--- src/rtl/mem_stage.sv ---
// mem_stage: pipeline MEM stage between the EX/MEM boundary and the
// control/writeback unit. Issues load/store accesses on the shared bus
// with a ready handshake, traps misaligned accesses, buffers read data
// across external stalls and drives the registered MEM pipeline register.
//
// Ports:
//   clk, reset        clock, synchronous active-high reset
//   ex_*              EX stage outputs (valid, pc, memory op, address/result,
//                     store data, destination, write enable, ctrl op, exception)
//   stall, flush      MEM stall / flush from the control unit
//   bus_*             shared bus request/handshake and data
//   mem_busy          access outstanding, consumed by the control unit
//   mem_*             registered MEM pipeline register
module mem_stage #(
   parameter int ADDR_W       = 32,
   parameter int DATA_W       = 32,
   parameter int REG_W        = 5,
   parameter int EXP_W        = 3,
   parameter int EXP_NOEXP    = 0,
   parameter int EXP_MISALIGN = 5
) (
   input  logic              clk,
   input  logic              reset,
   input  logic              ex_en,
   input  logic [ADDR_W-1:0] ex_pc,
   input  logic              ex_br_flag,
   input  logic [1:0]        ex_mem_op,
   input  logic [DATA_W-1:0] ex_out,
   input  logic [DATA_W-1:0] ex_mem_wr_data,
   input  logic [REG_W-1:0]  ex_dst_addr,
   input  logic              ex_gpr_we_,
   input  logic [1:0]        ex_ctrl_op,
   input  logic [EXP_W-1:0]  ex_exp_code,
   input  logic              stall,
   input  logic              flush,
   input  logic [DATA_W-1:0] bus_rd_data,
   input  logic              bus_rdy,
   output logic              bus_req,
   output logic              bus_rw,
   output logic [ADDR_W-1:0] bus_addr,
   output logic [DATA_W-1:0] bus_wr_data,
   output logic              mem_busy,
   output logic              mem_en,
   output logic [ADDR_W-1:0] mem_pc,
   output logic              mem_br_flag,
   output logic [1:0]        mem_ctrl_op,
   output logic [REG_W-1:0]  mem_dst_addr,
   output logic              mem_gpr_we_,
   output logic [EXP_W-1:0]  mem_exp_code,
   output logic [DATA_W-1:0] mem_out
);

   localparam logic [EXP_W-1:0] NOEXP    = EXP_W'(EXP_NOEXP);
   localparam logic [EXP_W-1:0] MISALIGN = EXP_W'(EXP_MISALIGN);

   typedef enum logic [1:0] {IDLE, WAIT, HOLD, DRAIN} state_t;

   state_t            state, state_nx;
   logic              is_ld, is_st, is_mem, no_exp, aligned, misalign, acc;
   logic              req_raw, busy_raw, hold_load;
   logic [ADDR_W-1:0] ex_addr, addr_q;
   logic              rw_q;
   logic [DATA_W-1:0] wr_data_q, hold_buf;

   assign is_ld    = (ex_mem_op == 2'b01);
   assign is_st    = (ex_mem_op == 2'b10);
   assign is_mem   = is_ld | is_st;
   assign no_exp   = (ex_exp_code == NOEXP);
   assign aligned  = (ex_out[1:0] == 2'b00);
   assign misalign = ex_en & is_mem & no_exp & ~aligned;
   assign acc      = ex_en & is_mem & no_exp & aligned & ~flush;
   assign ex_addr  = ex_out[ADDR_W-1:0] & ~ADDR_W'(3);

   always_ff @(posedge clk) begin
      if (reset) state <= IDLE;
      else       state <= state_nx;
   end

   always_comb begin
      state_nx = state;
      req_raw  = 1'b0;
      unique case (state)
         IDLE: begin
            req_raw = acc;
            if (acc) begin
               if (bus_rdy) state_nx = stall ? HOLD : IDLE;
               else         state_nx = WAIT;
            end
         end
         WAIT: begin
            req_raw = 1'b1;
            // A flush coinciding with rdy simply drops the data.
            if (bus_rdy)    state_nx = (stall & ~flush) ? HOLD : IDLE;
            else if (flush) state_nx = DRAIN;
         end
         HOLD: begin
            if (flush | ~stall) state_nx = IDLE;
         end
         DRAIN: begin
            req_raw = 1'b1;
            if (bus_rdy) state_nx = IDLE;
         end
         default: state_nx = IDLE;
      endcase
   end

   assign busy_raw  = (req_raw & ~bus_rdy) | ((state == DRAIN) & ~bus_rdy);
   assign bus_req   = req_raw & ~reset;
   assign mem_busy  = busy_raw & ~reset;
   assign hold_load = bus_rdy & stall & ~flush &
                      (((state == IDLE) & acc) | (state == WAIT));

   // Bus fields are sampled while IDLE so they stay frozen for the whole
   // transaction, even when EX moves on during a DRAIN.
   always_ff @(posedge clk) begin
      if (state == IDLE) begin
         addr_q    <= ex_addr;
         rw_q      <= is_st;
         wr_data_q <= ex_mem_wr_data;
      end
   end

   assign bus_addr    = (state == IDLE) ? ex_addr        : addr_q;
   assign bus_rw      = (state == IDLE) ? is_st          : rw_q;
   assign bus_wr_data = (state == IDLE) ? ex_mem_wr_data : wr_data_q;

   always_ff @(posedge clk) begin
      if (reset)          hold_buf <= '0;
      else if (hold_load) hold_buf <= bus_rd_data;
   end

   // Pipeline register. An outstanding access also holds the register so a
   // load never captures data before its rdy cycle.
   always_ff @(posedge clk) begin
      if (reset) begin
         mem_en       <= 1'b0;
         mem_pc       <= '0;
         mem_br_flag  <= 1'b0;
         mem_ctrl_op  <= '0;
         mem_dst_addr <= '0;
         mem_gpr_we_  <= 1'b1;
         mem_exp_code <= NOEXP;
         mem_out      <= '0;
      end else if (flush) begin
         mem_en       <= 1'b0;
         mem_gpr_we_  <= 1'b1;
         mem_exp_code <= NOEXP;
      end else if (!(stall | busy_raw)) begin
         mem_en       <= ex_en;
         mem_pc       <= ex_pc;
         mem_br_flag  <= ex_br_flag;
         mem_ctrl_op  <= ex_ctrl_op;
         mem_dst_addr <= ex_dst_addr;
         mem_gpr_we_  <= misalign ? 1'b1 : ex_gpr_we_;
         mem_exp_code <= !no_exp ? ex_exp_code : (misalign ? MISALIGN : NOEXP);
         mem_out      <= is_ld ? ((state == HOLD) ? hold_buf : bus_rd_data) : ex_out;
      end
   end

endmodule
--- config.mk ---
export PLATFORM = sky130hd
export DESIGN_NAME = mem_stage
export DESIGN_NICKNAME = d
export VERILOG_FILES = /design/src/rtl/mem_stage.sv
export SDC_FILE = /design/constraint.sdc
export NUM_CORES = 1
export LEC_CHECK = 0
export CORE_MARGIN = 5
export CORE_UTILIZATION = 30
export CTS_BUF_LIST = sky130_fd_sc_hd__clkbuf_16
export DETAILED_ROUTE_END_ITERATION = 16
export DONT_BUFFER_PORTS = 1
export MAX_ROUTING_LAYER = met4
export SYNTH_ARGS = -nofsm -noshare
export SYNTH_HDL_FRONTEND = slang
export SYNTH_SLANG_ARGS = --single-unit
--- constraint.sdc ---
create_clock -name clk -period 2.3 [get_ports clk]
set_input_delay 0.46 -clock clk [delete_from_list [all_inputs] [get_ports clk]]
set_output_delay 0.46 -clock clk [all_outputs]
set_load 0.02 [all_outputs]
# Word-level counts from Yosys, hierarchy flattened
# Index checks and enable logic that the tools add are counted.
dict set report word_totals {
  regBits 176
  inputBits 148
  output_inout_bits 144
}
dict set report classes {
  eq_ne 9
  n_mux 18
  n_bitwise 25
  n_reduce_logical 7
}
# operator count
set op_table {}
lappend op_table {{32-bit two-way mux} 4}
lappend op_table {{2-bit two-way mux} 8}
lappend op_table {{1-bit bitwise AND} 14}
lappend op_table {{2-bit case mux with 4 select lines} 1}
lappend op_table {{2-bit equality test (second input constant)} 3}
lappend op_table {{3-bit two-way mux} 2}
lappend op_table {{2-bit != test (second input constant)} 3}
lappend op_table {{1-bit NOT} 6}
lappend op_table {{1-bit bitwise OR} 5}
lappend op_table {{2-bit by 1-bit equality test with 1-bit output (second input constant)} 2}
lappend op_table {{2-bit zero test} 2}
lappend op_table {{4-bit AND reduction} 1}
lappend op_table {{2-bit OR reduction} 2}
lappend op_table {{3-bit zero test} 1}
lappend op_table {{3-bit != test (second input constant)} 1}
lappend op_table {{1-bit two-way mux} 2}
lappend op_table {{1-bit case mux with 2 select lines} 1}
lappend op_table {{2-bit AND reduction} 1}

# Logic depth before layout (Yosys ltp)
# Gate-level depths: netlist of run 1.
dict set report depth {
  ltp_word 12
  mapped_depth 7
  ltp_nobuf 5
}

# Least setup slack after synthesis of run 1
# OpenSTA, ideal clock, no wires.
dict set report synth_timing {
  kind {input to output}
  start {in ex_exp_code[0]}
  end {out mem_busy}
  t_arrival_ns 1.841
  required_ns 1.840
  slack_ns -0.001
  path_stages 3
  path_buffers 0
  path_cell_list {or4b_4 -> o31a_4 -> nor3_1}
}
dict set report synth_via {
  elab_chain_len 8
}
# element line
set synth_rtl {}
lappend synth_rtl {{start, declared} 33} ;# input logic [EXP_W-1:0] ex_exp_code,
lappend synth_rtl {{3-bit zero test} 68} ;# assign no_exp = (ex_exp_code == NOEXP);
lappend synth_rtl {{1-bit bitwise AND (3 in a row)} 71} ;# assign acc = ex_en & is_mem & no_exp & aligned & ~flush;
lappend synth_rtl {{1-bit case mux with 2 select lines} 82} ;# unique case (state)
lappend synth_rtl {{1-bit bitwise AND} 107} ;# assign busy_raw = (req_raw & ~bus_rdy) | ((state == DRAIN) & ~bus_rdy);
lappend synth_rtl {{1-bit bitwise OR} 107}
lappend synth_rtl {{1-bit bitwise AND} 109} ;# assign mem_busy = busy_raw & ~reset;
lappend synth_rtl {{end, declared} 42} ;# output logic mem_busy,
# Every way passes these cells.

# Worst setup path in the final report of run 1
dict set report layout_timing {
  start {reg state[1]}
  end {out bus_wr_data[29]}
}
dict set report layout_via {
  elab_chain_len 2
}
# element line
set layout_rtl {}
lappend layout_rtl {{start, declared} 58} ;# state_t state, state_nx;
lappend layout_rtl {{start signal, assigned} 76} ;# else state <= state_nx;
lappend layout_rtl {{2-bit zero test} 125} ;# assign bus_wr_data = (state == IDLE) ? ex_mem_wr_data : wr_data_q;
lappend layout_rtl {{32-bit two-way mux} n/a}
lappend layout_rtl {{end, declared} 41} ;# output logic [DATA_W-1:0] bus_wr_data,
# Every way passes these cells.

==> results of run 1 <==
## worst max path at each step
stage / start / end / slack (ns) / cells after the start
after CTS: state[1] / mem_busy / -0.03 / 4
after detailed placement: ex_exp_code[0] / hold_buf[22] / 0.12 / 5
after global placement: ex_exp_code[0] / hold_buf[11] / 0.15 / 5
final: state[1] / bus_wr_data[29] / 0.08 / 5
after floorplan: ex_exp_code[0] / bus_req / 0.17 / 3
after global routing: state[1] / bus_addr[20] / -0.02 / 5
## metal layers
| metal | part of all wire, % | vias to the layer above |
|---|---|---|
| met5 | 0 | - |
| met4 | 1.1 | 0 |
| met3 | 9.3 | 14 |
| met2 | 48 | 164 |
| met1 | 41 | 2305 |
| li1 | - | 2410 |
## per-stage QoR
step | instance area (sq um) | utilization, % | power [W] | setup slack (ns)
6_report | 8800 | 34.7 | 0.00678 | 0.0781
5_1_grt | 8800 | 34.7 | 0.00711 | -0.0186
4_1_cts | 8740 | 34.5 | 0.00693 | -0.0325
3_3_place_gp | 8060 | 31.8 | 0.00390 | 0.150
3_5_place_dp | 8060 | 31.8 | 0.00391 | 0.123
2_1_floorplan | 7770 | - | 0.00387 | 0.169
## cell type report
type	count	area (sq um)
Fill cell	2544	16500
Multi-Input combinational cell	487	3950
Sequential cell	176	3520
Clock buffer	17	425
Tap cell	330	413
Timing Repair Buffer	20	308
Clock inverter	15	165
Inverter	3	11.3
## power by group through the flow
stage                     Combinational (W)  Clock [W]  Sequential, W
final                              0.000494    0.00295        0.00334
after global routing               0.000542    0.00321        0.00336
after CTS                          0.000501    0.00308        0.00335
after detailed placement           0.000496          0        0.00342
after global placement             0.000489          0        0.00342
after floorplan                    0.000481          0        0.00339
## worst max-delay path, cell delays in order, from the launching register on
cell and delay, ns:
dfxtp_2 0.32, buf_4 0.15, nor2_4 0.14, buf_12 0.15
buf_16 0.16, mux2_2 0.42
## state kept, by name (all words and copies together) (netlist names)
register and flops:
rw_q 1, mem_en 1, mem_out 32, mem_br_flag 1
mem_gpr_we_ 1, hold_buf 32, wr_data_q 32, state 2
mem_exp_code 3, mem_ctrl_op 2, mem_dst_addr 5, addr_q 32
mem_pc 32
## cells by family (layout without fill, tap and decap cells)
group | count (synthesis) | after routing | share of synthesized area (%)
and+or+nand+nor | 238 | 238 | 17.8
muxes | 205 | 205 | 27.5
DFF | 176 | 176 | 45.4
buffers and inverters | 57 | 55 | 4.17
AOI/OAI and AO/OA | 42 | 42 | 4.88
adders and majority gates | 2 | 2 | 0.322
## layout by cell type (no fill, tap or decap), types with 4 or more instances in the layout
cell type	count
nand2b_1	177
dfxtp_1	175
mux2i_1	141
mux2_2	61
nor2_1	36
a211o_1	32
clkbuf_16	18
buf_4	9
nand2_1	8
buf_12	8
nor2b_1	6
inv_8	6
nor3_1	4
inv_6	4
## repair_timing
item | 4_1_cts | 5_1_grt
hold endpoints to repair | 0 | 0
setup endpoints to repair | 63 | 30
pin swaps | 4 | 3
gates resized for setup | 4 | 2
buffers inserted | 3 | 1
cloned | 2 | 1
==> impl_metrics.csv, run 1 <==
group,metric,value,unit
synth,synth_seq_area_share,45.4,%
placed_design,dp.cells,1009,
sta,timing.hold.ws,0.120,ns
routing,drc,0,
global_routing,grt_start_max_net_pins,217,
setup_path,required,1.84,ns
worst_hold_path,hp-start,"bus_rdy",
routing,drt_first_iter_violations,203,
synth,synthTopCellsByArea,"dfxtp_1 (45%), mux2i_1 (18%), nand2b_1 (14%)",
placed_design,dp_hpwl,13400,um
sta,min_period,2.22,ns
cells_and_area,antenna_cells,0,
routing,viasPerCell,4.67,
setup_path,endpoint_kind,"output pin",
global_routing,gr-total-overflow,0,
global_routing,grt_use_total,13.1,%
placed_design,portBuffers,0,
synth,synth_common_cells,"nand2b_1 (178), dfxtp_1 (176), mux2i_1 (141)",
die,die_y,171,um
clocking,ctsHoldBuffers,0,
clocking,clock-sinks,176,
setup_path,r2r_cells,6,
clocking,root_buffer,"clkbuf_16",
synth,synth_top_area_share,45.4,%
clocking,numCtsBuffers,17,
setup_path,regToRegSetupSlack,0.37,ns
sta,timing.final.hold_violations,0,
power,power_density,771,mW/mm^2
synth,yosysMostFrequentCell,"nand2b_1",
worst_hold_path,holdPathEnd,"state[0]",
die,die-area,0.0292,sq mm
clocking,cts.htree.levels,4,
die,core-area,0.0253,sq mm
synth,synth_edf_count,0,
run,cap_violations,0,
sta,maxSlewViolCount,0,
routing,firstDrtPassIters,4,
power,power.switching,0.00181,W
sta,rsz0062_at_grt,"true",
sta,setup-violations-final,0,
setup_path,critical_path_class,"register to output pin",
synth,async_flop_share,0,%
global_routing,grt-busiest-layer,"met2",
synth,synthCells,720,
power,seqPwrFrac,49.3,%
global_routing,grt_pass1_wl,29000,um
die,die_x,171,um
power,p_comb_share,7.3,%
power,vdd_ir_drop_max,391,uV
global_routing,antenna_found_initial,0,
cells_and_area,layout.nets,855,
cells_and_area,post_route_cells_drive_above_1_share,17.7,%
clocking,path_clk_slew,0.07,ns
global_routing,grt_pass1_vias,4968,
global_routing,grtUsageMet1,15.7,%
synth,synthesis.area,0.00777,sq mm
sta,max_freq,0.450,GHz
sta,timing.final.crit_share,96.6,%
sta,setup_tns,0,ns
clocking,cts_tree,"yes",
global_routing,met3_usage,4.74,%
worst_hold_path,hp-class,"input port to register",
setup_path,reg2reg_from,"state[1]",
placed_design,gp_congestion,0.731,
global_routing,grt_use_met2,21.3,%
power,p_sw_share,26.6,%
sta,tightest_slew,0.545,ns
routing,route.detailed.wl_per_inst,18.6,um
power,p_int,0.00498,W
synth,synth_seq_cells,176,
synth,yosys.area.top_type,"dfxtp_1",
synth,synth_flop_cell,"dfxtp_1",
setup_path,r2r-end,"mem_pc[26]",
die,rows,58,
synth,avgSynthCellArea,10.8,sq um
worst_hold_path,whs_path_depth,1,
power,p_leak,3.64,nW
clocking,clockBufferDepth,2,
die,io_pins,292,
sta,relSlewSlack,63.7,%
synth,synth_cell_types,28,
setup_path,worstPathMaxFanout,16,
routing,ant_nets,0,
cells_and_area,syn_to_final_growth,13.3,%
synth,synth_fp_nets,870,
setup_path,critPathArrivalTime,1.76,ns
status,status,"finished clean",
die,start_util,30.7,%
cells_and_area,fin_cells,1048,
routing,num_vias,4893,
setup_path,crit_path_start_kind,"register",
clocking,clk_latency,0.43,ns
sta,clock_skew,0.0137,ns
synth,synth_warnings,0,
power,clkPwrFrac,43.5,%
routing,drt-total-wl,19500,um
Note: power is estimated with default switching activity, not from simulation.
==> run 2: changes to the inputs <==
--- a/config.mk
+++ b/config.mk
@@ -5,7 +5,7 @@
 export SDC_FILE = /design/constraint.sdc
 export NUM_CORES = 1
 export LEC_CHECK = 0
-export CORE_MARGIN = 5
+export CORE_MARGIN = 2
 export CORE_UTILIZATION = 30
 export CTS_BUF_LIST = sky130_fd_sc_hd__clkbuf_16
 export DETAILED_ROUTE_END_ITERATION = 16
==> run 2 against run 1 <==
Final cell count fell by 0.19%. Global-route usage is 0.22 points lower. Design area is 0.24% lower. Largest cell class unchanged.
==> impl_metrics.csv, run 2 (synthesis gave the netlist of run 1 again) <==
group,metric,value,unit
status,status,"finished clean",
routing,wl_met2,8710,um
die,die_y,165,um
sta,maxSlewViolCount,0,
placed_design,portBuffers,0,
routing,drc,0,
clocking,numCtsBuffers,17,
sta,timing.final.hold_violations,0,
sta,timing.final.crit_share,96.3,%
die,io_pins,292,
setup_path,worstPathMaxFanout,5,
sta,max_freq,0.452,GHz
run,cap_violations,0,
clocking,root_buffer,"clkbuf_16",
global_routing,grt_pass1_wl,26200,um
cells_and_area,antenna_cells,0,
setup_path,critPathArrivalTime,1.75,ns
global_routing,gr-total-overflow,0,
routing,route.detailed.wl_per_inst,17.0,um
sta,clock_skew,0.0112,ns
sta,rsz0062_at_grt,"false",
routing,viasPerCell,4.70,
routing,drt_first_iter_violations,160,
sta,setup_tns,0,ns
power,power.switching,0.00182,W
setup_path,endpoint_kind,"output pin",
clocking,clk_latency,0.43,ns
die,die_x,165,um
cells_and_area,mostFrequentLayoutCell,"nand2b_1",
routing,wl_met3,1530,um
die,start_util,30.7,%
routing,firstDrtPassIters,4,
cells_and_area,syn_to_final_growth,13.0,%
cells_and_area,post_route_cells_drive_above_1_share,17.7,%
cells_and_area,nFillCells,2527,
sta,setup-violations-final,0,
routing,drt-total-wl,17800,um
routing,num_vias,4912,
routing,m1WireLength,7360,um
placed_design,gp_congestion,0.691,
die,rows,58,
routing,ant_nets,0,
sta,tightest_slew,0.460,ns
setup_path,required,1.84,ns
power,p_comb_share,7.2,%
clocking,path_clk_slew,0.07,ns
setup_path,crit_path_start_kind,"register",
worst_hold_path,hp-class,"input port to register",
power,p_leak,3.61,nW
die,core-area,0.0253,sq mm
global_routing,grt_use_total,12.9,%
die,die-area,0.0272,sq mm
sta,min_period,2.21,ns
global_routing,grt_pass1_vias,4843,
clocking,cts.htree.levels,4,
sta,relSlewSlack,69.3,%
cells_and_area,layout.nets,853,
clocking,cts_tree,"yes",
clocking,ctsHoldBuffers,0,
power,p_int,0.00509,W
global_routing,grt_start_max_net_pins,217,
cells_and_area,final_util,34.6,%
power,power_density,787,mW/mm^2
clocking,clock-sinks,176,
power,p_sw_share,26.4,%
global_routing,antenna_found_initial,0,
cells_and_area,layout_common_cells,"nand2b_1 (177), dfxtp_1 (175), mux2i_1 (141), mux2_2 (64), nor2_1 (35)",
placed_design,dp_hpwl,12400,um
power,vdd_ir_drop_max,388,uV
setup_path,critical_path_class,"register to output pin",
clocking,clockBufferDepth,2,
power,clkPwrFrac,44.5,%
power,seqPwrFrac,48.3,%
routing,highest_layer,"met4",
run 2: cell types whose count changed in the layout (fill, tap and decap cells not counted), sizes merged:
| cell | previous run | this run |
|---|---|---|
| inv | 13 | 10 |
| clkinv | 3 | 6 |
| clkinvlp | 1 | 0 |
| clkbuf | 18 | 17 |
| bufinv | 1 | 2 |
| buf | 19 | 18 |
run 2: through the flow:
step	setup slack (ns)	hold WS [ns]	cell area (sq um)	power, W	std cells
2_1_floorplan	0.169	0.448	7770	0.00387	720
3_3_place_gp	0.120	0.456	8100	0.00391	1010
3_5_place_dp	0.106	0.463	8100	0.00392	1010
4_1_cts	-0.0673	0.0963	8770	0.00703	1046
5_1_grt	0.00462	0.102	8770	0.00718	1046
6_report	0.0859	0.128	8770	0.00691	1046
run 2: repair_timing:
item / CTS / global route
gates resized for setup: 6 / 0
endpoints found under the hold margin: 0 / 0
setup endpoints to repair: 58 / 2
pin swaps: 3 / 2
buffers inserted: 4 / 0
run 2: worst paths after layout:
path	from	to	cells after the start	slack, ns
max reg2reg	state[1]	mem_out[9]	6	0.27
min	bus_rdy	state[0]	1	0.13
max	state[1]	mem_busy	3	0.09
min reg2reg	hold_buf[12]	hold_buf[12]	2	0.47
run 2: layout make-up:
class / count / area [sq um] / share of cell area (%)
Multi-Input combinational cell: 487 / 3950 / 45.0
Sequential cell: 176 / 3530 / 40.2
Clock buffer: 17 / 425 / 4.85
Tap cell: 330 / 413 / 4.71
Timing Repair Buffer: 18 / 251 / 2.87
Clock inverter: 15 / 195 / 2.22
Inverter: 3 / 11.3 / 0.128
run 2: power groups by stage:
stage	Combinational, W	Clock (W)	Sequential [W]
floorplan	0.000481	0	0.00339
global placement	0.000496	0	0.00341
detailed placement	0.000505	0	0.00341
CTS	0.000508	0.00318	0.00334
global route	0.000544	0.00328	0.00335
finish	0.000498	0.00307	0.00334
run 2: worst max-delay path: stages, from the launching register on:
cell,delay [ns]
dfxtp_4,0.37
or4_4,0.42
o31a_4,0.33
nor3_4,0.22
run 2: layer usage:
metal | vias to the layer above | global-route usage (%)
li1 | 2399 | -
met1 | 2330 | 14.4
met2 | 170 | 21.4
met3 | 13 | 4.95
met4 | 0 | 3.87
met5 | - | -
==> run 3: changes to the inputs <==
--- a/config.mk
+++ b/config.mk
@@ -9,7 +9,6 @@
 export CORE_UTILIZATION = 30
 export CTS_BUF_LIST = sky130_fd_sc_hd__clkbuf_16
 export DETAILED_ROUTE_END_ITERATION = 16
-export DONT_BUFFER_PORTS = 1
 export MAX_ROUTING_LAYER = met4
 export SYNTH_ARGS = -nofsm -noshare
 export SYNTH_HDL_FRONTEND = slang
==> run 3 against run 2 <==
The run now ends with setup timing left. Power is 9.5% higher. Highest routed layer unchanged. Via count up 25%. Design area up 43%. Combinational power increased to 2.6 times the previous value. Flip-flop and latch count is the same. Utilization increased by 15 points. Global-route usage up 3.0 points. Non-clock buffer count rose by 336. Register-to-register slack worse by 0.33 ns. Hold slack better by 0.32 ns.
==> impl_metrics.csv, run 3 (synthesis gave the netlist of run 1 again) <==
group,metric,value,unit
routing,drt_first_iter_violations,222,
setup_path,critical_path_class,"register to output pin",
setup_path,crit_top_cell,"buf_6",
placed_design,dp_hpwl,14800,um
status,failed_checks,"setup timing",
sta,setup-violations-final,68,
die,core-area,0.0253,sq mm
setup_path,crit_path_start_kind,"register",
setup_path,worstPathMaxFanout,3,
routing,viasPerCell,4.43,
die,rows,58,
cells_and_area,layout.nets,1189,
cells_and_area,nFillCells,2364,
die,io_pins,292,
sta,relSlewSlack,52.8,%
sta,max_freq,0.416,GHz
cells_and_area,multi_input_area,0.00415,sq mm
sta,min_period,2.41,ns
clocking,ctsHoldBuffers,0,
setup_path,critPathArrivalTime,1.95,ns
routing,ant_nets,0,
clocking,numCtsBuffers,17,
placed_design,dp_slack,-0.686,ns
clocking,clk_latency,0.42,ns
die,die-area,0.0272,sq mm
power,p_leak,5.46,nW
cells_and_area,post_route_cells_drive_above_1_share,23.0,%
clocking,root_buffer,"clkbuf_16",
global_routing,gr-total-overflow,0,
setup_path,slowest_delay,0.41,ns
sta,maxSlewViolCount,0,
clocking,path_clk_slew,0.07,ns
routing,drc,0,
cells_and_area,layout_common_cells,"clkdlybuf4s50_1 (216), nand2b_1 (177), dfxtp_1 (175), mux2i_1 (140), buf_6 (66)",
global_routing,grt_pass1_vias,6101,
die,die_y,165,um
global_routing,grt_start_max_net_pins,214,
cells_and_area,mostFrequentLayoutCell,"clkdlybuf4s50_1",
global_routing,grt_use_total,15.9,%
cells_and_area,seq_area,0.00352,sq mm
run,cap_violations,0,
worst_hold_path,whs_path_depth,3,
cells_and_area,antenna_cells,0,
routing,drt-total-wl,22900,um
global_routing,antenna_found_initial,0,
die,die_x,165,um
cells_and_area,syn_to_final_growth,61.1,%
placed_design,portBuffers,291,
placed_design,gp_congestion,0.770,
power,power_density,604,mW/mm^2
cells_and_area,final_util,49.4,%
sta,tightest_slew,0.709,ns
worst_hold_path,hp-class,"input port to register",
routing,firstDrtPassIters,4,
routing,route.detailed.wl_per_inst,16.6,um
setup_path,endpoint_kind,"output pin",
power,vdd_ir_drop_max,495,uV
routing,num_vias,6125,
setup_path,r2r_cells,11,
placed_design,post_dp_cell_area,0.0111,sq mm
sta,timing.final.crit_share,105,%
clocking,clock-sinks,176,
global_routing,grt_pass1_wl,32600,um
clocking,clockBufferDepth,2,
setup_path,worst_path_max_delay_cell,"or4_4",
cells_and_area,fin_area,0.0125,sq mm
setup_path,crit_chain,"buf_6 > buf_6 > or4_4 > o31a_4 > nor3_2 > buf_4",
sta,rsz0062_at_grt,"true",
status,status,"finished with violations",
clocking,cts.htree.levels,4,
sta,timing.final.hold_violations,0,
sta,clock_skew,0.0128,ns
sta,worst_slack,-0.105,ns
die,start_util,30.7,%
clocking,cts_tree,"yes",
setup_path,required,1.84,ns
==> run 3: layout make-up <==
type	count	share of cell area [%]
Multi-Input combinational cell	487	33.2
Timing Repair Buffer	354	30.4
Sequential cell	176	28.2
Clock buffer	17	3.40
Tap cell	330	3.30
Clock inverter	15	1.48
Inverter	3	0.0900
==> run 3: critical path: cells and delay by family (launching register included) <==
family                 cells  cell delay, ns
AND/OR/NAND/NOR            2            0.51
buffers and inverters      3            0.37
flip-flops                 1            0.33
AO/OA/AOI/OAI              1            0.32
==> run 3: worst paths after layout <==
path | end | slack, ns | from
max | mem_busy | -0.11 | state[1]
min | mem_en | 0.45 | ex_en
max reg2reg | mem_out[10] | -0.06 | state[1]
min reg2reg | mem_en | 0.46 | mem_en
==> run 3: routing by layer <==
metal	track usage, %	wire length (um)	vias to the layer above
met5	-	0	-
met4	3.83	265	0
met3	4.39	1410	17
met2	26.5	11000	172
met1	19.0	10200	2865
li1	-	-	3071
==> run 3: power breakdown <==
group          internal [W]  leakage (nW)  total, W  switching (W)
Sequential          0.00318          1.45   0.00323      0.0000522
Combinational      0.000745          3.71   0.00129       0.000545
Clock               0.00157         0.298   0.00304        0.00147
Total               0.00550          5.46   0.00756        0.00206
==> run 3: repair_timing <==
action                     in CTS  in global routing
buffers inserted               11                 11
gates cloned                    1                  9
resized for setup             315                161
pin swaps                       5                  2
setup endpoints to repair      77                105
==> run 3: per-stage QoR <==
stage	cells	setup TNS, ns	total power (W)	hold WS [ns]
finish	1382	-2.97	0.00756	0.446
global route	1382	-10.58	0.00791	0.440
CTS	1363	-5.03	0.00757	0.429
detailed placement	1319	-46.48	0.00451	0.451
global placement	1319	-44.65	0.00450	0.445
floorplan	720	0	0.00387	0.448
